**src/rtl/axis_split_multi_channel.sv**
```systemverilog
// AXI-stream splitter: cuts each input packet into up to NUM_CH consecutive segments, segment k on channel k.
// Optional macro AXIS_SPLIT_SHORT_FLAG_EN adds short_pkt/short_ch reporting of packets that end before the last channel.
`timescale 1ns/1ps
module axis_split_multi_channel #(
  parameter int DSIZE  = 8,
  parameter int NUM_CH = 4,
  parameter int LSIZE  = 16
) (
  input  logic                          clock,
  input  logic                          rst,
  input  logic [(NUM_CH-1)*LSIZE-1:0]   split_len,
  input  logic [DSIZE-1:0]              s_tdata,
  input  logic                          s_tvalid,
  input  logic                          s_tlast,
  output logic                          s_tready,
  output logic [NUM_CH*DSIZE-1:0]       m_tdata,
  output logic [NUM_CH-1:0]             m_tvalid,
  output logic [NUM_CH-1:0]             m_tlast,
  input  logic [NUM_CH-1:0]             m_tready
`ifdef AXIS_SPLIT_SHORT_FLAG_EN
  ,
  output logic                          short_pkt,
  output logic [$clog2(NUM_CH)-1:0]     short_ch
`endif
);

  localparam int CH_W = $clog2(NUM_CH);
  localparam int LW   = (NUM_CH-1)*LSIZE;

  typedef enum logic {IDLE, RUN} state_t;

  state_t                    state_q, state_d;
  logic [CH_W-1:0]           ch_q, ch_d;
  logic [LSIZE-1:0]          cnt_q, cnt_d;
  logic [LW-1:0]             len_q, len_d;

  logic [LW-1:0]             lens_p0;
  logic [CH_W-1:0]           tgt_ch_p0;
  logic [LSIZE-1:0]          cnt_p0;
  logic [LSIZE-1:0]          seg_len_p0;
  logic [LSIZE:0]            cnt_inc_p0;
  logic                      seg_end_p0;
  logic                      xfer_p0;
  logic                      tgt_vld_p0;
  logic                      tgt_rdy_p0;

  logic [NUM_CH-1:0]         vld_p1;
  logic [NUM_CH-1:0]         last_p1;
  logic [NUM_CH*DSIZE-1:0]   data_p1;

  // Length of segment ch; the last channel has no length field and reports 0.
  function automatic logic [LSIZE-1:0] seg_len(input logic [LW-1:0] lens,
                                                input logic [CH_W-1:0] ch);
    logic [LSIZE-1:0] res;
    res = '0;
    for (int k = 0; k < NUM_CH-1; k++) begin
      if (int'(ch) == k) res = lens[k*LSIZE +: LSIZE];
    end
    return res;
  endfunction

  // Lowest channel at or above 'from' with a non-zero length, else the last channel.
  function automatic logic [CH_W-1:0] first_nz(input logic [LW-1:0] lens,
                                                input int from);
    logic [CH_W-1:0] res;
    res = CH_W'(NUM_CH-1);
    for (int k = NUM_CH-2; k >= 0; k--) begin
      if (k >= from && lens[k*LSIZE +: LSIZE] != '0) res = CH_W'(k);
    end
    return res;
  endfunction

  // Stage p0: target channel and segment-end decode for the beat on the input.
  always_comb begin
    lens_p0    = (state_q == IDLE) ? split_len : len_q;
    tgt_ch_p0  = (state_q == IDLE) ? first_nz(split_len, 0) : ch_q;
    cnt_p0     = (state_q == IDLE) ? '0 : cnt_q;
    seg_len_p0 = seg_len(lens_p0, tgt_ch_p0);
    cnt_inc_p0 = {1'b0, cnt_p0} + (LSIZE+1)'(1);
    seg_end_p0 = (int'(tgt_ch_p0) < NUM_CH-1) && (cnt_inc_p0 == {1'b0, seg_len_p0});
    tgt_vld_p0 = vld_p1[tgt_ch_p0];
    tgt_rdy_p0 = m_tready[tgt_ch_p0];
    s_tready   = !tgt_vld_p0 || tgt_rdy_p0;
    xfer_p0    = s_tvalid && s_tready;
  end

  always_comb begin
    state_d = state_q;
    ch_d    = ch_q;
    cnt_d   = cnt_q;
    len_d   = len_q;
    if (xfer_p0) begin
      if (state_q == IDLE) len_d = split_len;
      if (s_tlast) begin
        state_d = IDLE;
        ch_d    = '0;
        cnt_d   = '0;
      end else if (seg_end_p0) begin
        state_d = RUN;
        ch_d    = first_nz(lens_p0, int'(tgt_ch_p0) + 1);
        cnt_d   = '0;
      end else begin
        state_d = RUN;
        ch_d    = tgt_ch_p0;
        cnt_d   = cnt_inc_p0[LSIZE-1:0];
      end
    end
  end

  always_ff @(posedge clock) begin
    if (rst) begin
      state_q <= IDLE;
      ch_q    <= '0;
      cnt_q   <= '0;
      len_q   <= '0;
    end else begin
      state_q <= state_d;
      ch_q    <= ch_d;
      cnt_q   <= cnt_d;
      len_q   <= len_d;
    end
  end

  // Stage p1: one output register per channel.
  always_ff @(posedge clock) begin
    if (rst) begin
      vld_p1  <= '0;
      last_p1 <= '0;
      data_p1 <= '0;
    end else begin
      for (int k = 0; k < NUM_CH; k++) begin
        if (xfer_p0 && int'(tgt_ch_p0) == k) begin
          vld_p1[k]                  <= 1'b1;
          last_p1[k]                 <= s_tlast || seg_end_p0;
          data_p1[k*DSIZE +: DSIZE]  <= s_tdata;
        end else if (m_tready[k]) begin
          vld_p1[k]  <= 1'b0;
          last_p1[k] <= 1'b0;
        end
      end
    end
  end

  assign m_tvalid = vld_p1;
  assign m_tlast  = last_p1;
  assign m_tdata  = data_p1;

`ifdef AXIS_SPLIT_SHORT_FLAG_EN
  logic short_hit_p0;
  assign short_hit_p0 = xfer_p0 && s_tlast && (int'(tgt_ch_p0) < NUM_CH-1);

  always_ff @(posedge clock) begin
    if (rst) begin
      short_pkt <= 1'b0;
      short_ch  <= '0;
    end else begin
      short_pkt <= short_hit_p0;
      if (short_hit_p0) short_ch <= tgt_ch_p0;
    end
  end
`endif

endmodule

```
**config.mk**
```make
export PLATFORM = sky130hd
export DESIGN_NAME = axis_split_multi_channel
export DESIGN_NICKNAME = d
export VERILOG_FILES = /design/src/rtl/axis_split_multi_channel.sv
export SDC_FILE = /design/constraint.sdc
export NUM_CORES = 1
export LEC_CHECK = 0
export ABC_CLOCK_PERIOD_IN_PS = 14500
export BUFFER_PORTS_ARGS = -buffer_cell sky130_fd_sc_hd__buf_2
export CAP_MARGIN = 40
export CORE_AREA = 5 5 121 123
export DETAILED_ROUTE_END_ITERATION = 12
export DIE_AREA = 0 0 126 128
export PLACE_DENSITY = 0.66
export SLEW_MARGIN = 10
export SYNTH_ARGS = -nofsm -noshare
export SYNTH_HDL_FRONTEND = slang
export SYNTH_SLANG_ARGS = --single-unit
```
**constraint.sdc**
```tcl
create_clock -name clock -period 14.5 [get_ports clock]
set_input_delay 2.175 -clock clock [delete_from_list [all_inputs] [get_ports clock]]
set_output_delay 2.175 -clock clock [all_outputs]
set_load 0.005 [all_outputs]
```
==> qor.yml <==
netlist_area_um2: 5998
grt_pass1_wl_um: 30910
drv_cap: 0
cts_buffer_depth: 2
clockRootBuffer: "clkbuf_16"
min_period_ns: 7.003
hold_viol_final: 0
slew_headroom_pct: 44.69
p_comb_share_pct: 14.0
antenna_found_initial: 1
avgRoutedWirePerCell_um: 19.40
gp_congestion: 0.9794
die_h_um: 128
maxSlewViolCount: 0
status: "completed"
cts_setup_buffers: 0
post-dp-hpwl_um: 14480
cp.arrival_ns: 4.83
startpoint: "split_len[31]"
max_freq_mhz: 142.8
required_ns: 12.32
finalNetCount: 893
p_leak_nw: 2.812
h-tree-depth: 3
cp-start-kind: "primary input"
overflow: 0
setup_tns_ns: 0
worstHoldStart: "len_q[11]"
synth.ff_latch_count: 107
swShare_pct: 30.08
avgSynthCellArea_um2: 7.913
synthesis.nets: 823
ir_drop_v: 0.00006882
fin_skew_ns: 0.009739
row_count: 43
multi_input_area_um2: 3608
ys_warn_count: 0
portBuffers: 104
fin_crit_sh_pct: 48.29
synth_top_area_cell: "dfxtp_1"
grt_pass1_vias: 5656
worst_pin_slew_ns: 0.8285
ant_nets: 0
synthArstFlopShare_pct: 0
drc: 0
die_w_um: 126
synthTopCellsByArea: "dfxtp_1, mux2i_1, nand2_1"
setup_viol: 0
start_util_pct: 44.24
synth_seq_area_share_pct: 35.71
p_switching_uw: 199.9
power_density_nw_per_um2: 95.61
wl_um: 19670
dr.pass1.iters: 5
crit_fanout: 11
hp-class: "flop to flop"
synth_cells: 758
hold_buffers: 0
layout-drive-gt1-share_pct: 18.13
synthFlopType: "dfxtp_1"
ff_latch_area_um2: 2146
synth_edf_count: 0
synth_commonest_cells: "nand2_1, dfxtp_1, a21oi_1, nor2_1, mux2i_1"
grt_max_degree: 75
post-route-util_pct: 51.26
p_clk_share_pct: 38.7
io_pins: 105
routed_via_density: 6.024
clk_latency_ns: 0.37
drtIter0Drc: 506
r2r-start: "state_q"
die_area_um2: 16130
rsz0062_at_grt: "false"
final.fill_count: 1383
synth.distinct_cells: 74
numCtsBuffers: 9
cts.clk_slew.worst_paths_ns: 0.08
seq_power_share_pct: 47.3
cts_tree: "done"
synth_top_area_share_pct: 35.71
cts_resized: 0
fp.coreArea_um2: 13560
clkSinkCount: 107
p_int_uw: 464.6
area_delta_synth_final_pct: 15.85
end_kind: "output pin"
vias: 6108
critPathKind: "primary input to output pin"
synthMostInstantiatedCell: "nand2_1"
grt_usage_pct: 24.02
[per-stage QoR]
step	cells	power (mW)	hold WS (ns)	setup slack (ns)	area, um^2
6_report	1014	0.6644	0.4547	7.497	6949
5_1_grt	1014	0.6889	0.4748	7.398	6949
4_1_cts	1013	0.6659	0.4540	7.595	6947
3_5_place_dp	997	0.4123	0.4427	7.629	6630
3_3_place_gp	995	0.4099	0.4372	7.663	6575
2_1_floorplan	758	0.3740	0.4312	8.573	5998
[cell type report]
class,instances,share of cell area (%)
diodes,1,0.03601
clock inverters,7,1.314
multi-input cells,588,51.93
inverters,12,0.6482
repair buffers,110,8.714
clock buffers,9,3.241
well taps,180,3.241
flip-flops and latches,107,30.88
[cells in the final DEF (no fill, tap or decap), types with 5 or more instances in the layout]
master,count
a31oi_1,5
nor2b_1,6
nor3_1,15
nor2_1,63
dfxtp_1,106
nand4_1,14
o21a_1,5
nor4_1,28
xnor2_1,7
a22oi_1,6
and2_1,8
buf_2,104
a21oi_1,73
o2bb2ai_1,5
a211oi_1,5
nand2_1,129
a22o_1,9
a32o_1,5
clkbuf_16,9
o21ai_0,12
o31ai_1,8
nand2b_1,13
or4_1,5
o22ai_1,9
nand3_1,18
xor2_1,7
or3_1,6
mux2i_1,52
inv_1,10
[layer usage]
metal / wire length [um] / vias to the layer above / part of all wire, % / track usage (%)
li1: - / 2920 / - / -
met1: 8715 / 2897 / 44 / 33.10
met2: 8888 / 242 / 45 / 37.09
met3: 1426 / 49 / 7.2 / 5.167
met4: 639 / 0 / 3.2 / 8.959
met5: 0 / - / 0 / 0
[sequential cells by signal, indices dropped and copies added (netlist names)]
register	cells
m_tdata	32
len_q	48
m_tvalid	4
state_q	1
m_tlast	4
ch_q	2
cnt_q	16
[kinds of logic after synthesis]
group | synth area share (%)
buffers and inverters | 4.255
AOI/OAI and AO/OA | 21.72
xor gates and xnor gates | 2.044
and+or+nand+nor | 26.60
adders and majority gates | 0.2086
DFF | 35.71
muxes | 9.470
[critical path, cell delays in order]
cell and delay, ns:
buf_2 0.12, nor4_1 0.49, nand4_1 0.57, o211ai_1 0.58, nand2_1 0.26, mux2i_2 0.43, buf_2 0.20
[path summary, 6_finish.rpt]
| path | to | slack (ns) | depth (start not counted) |
|---|---|---|---|
| setup reg to reg | cnt_q[2] | 9.82 | 12 |
| hold / removal | len_q[11] | 0.45 | 2 |
| setup / recovery | s_tready | 7.50 | 7 |
| hold reg to reg | len_q[11] | 0.45 | 2 |
[power groups by stage]
stage | Clock [mW] | Combinational (mW) | Sequential [mW]
floorplan | 0 | 0.0569 | 0.317
global placement | 0 | 0.0889 | 0.321
detailed placement | 0 | 0.0912 | 0.321
CTS | 0.260 | 0.0915 | 0.314
global route | 0.272 | 0.101 | 0.316
finish | 0.257 | 0.0928 | 0.315
Note: power is estimated with default switching activity, not from simulation.
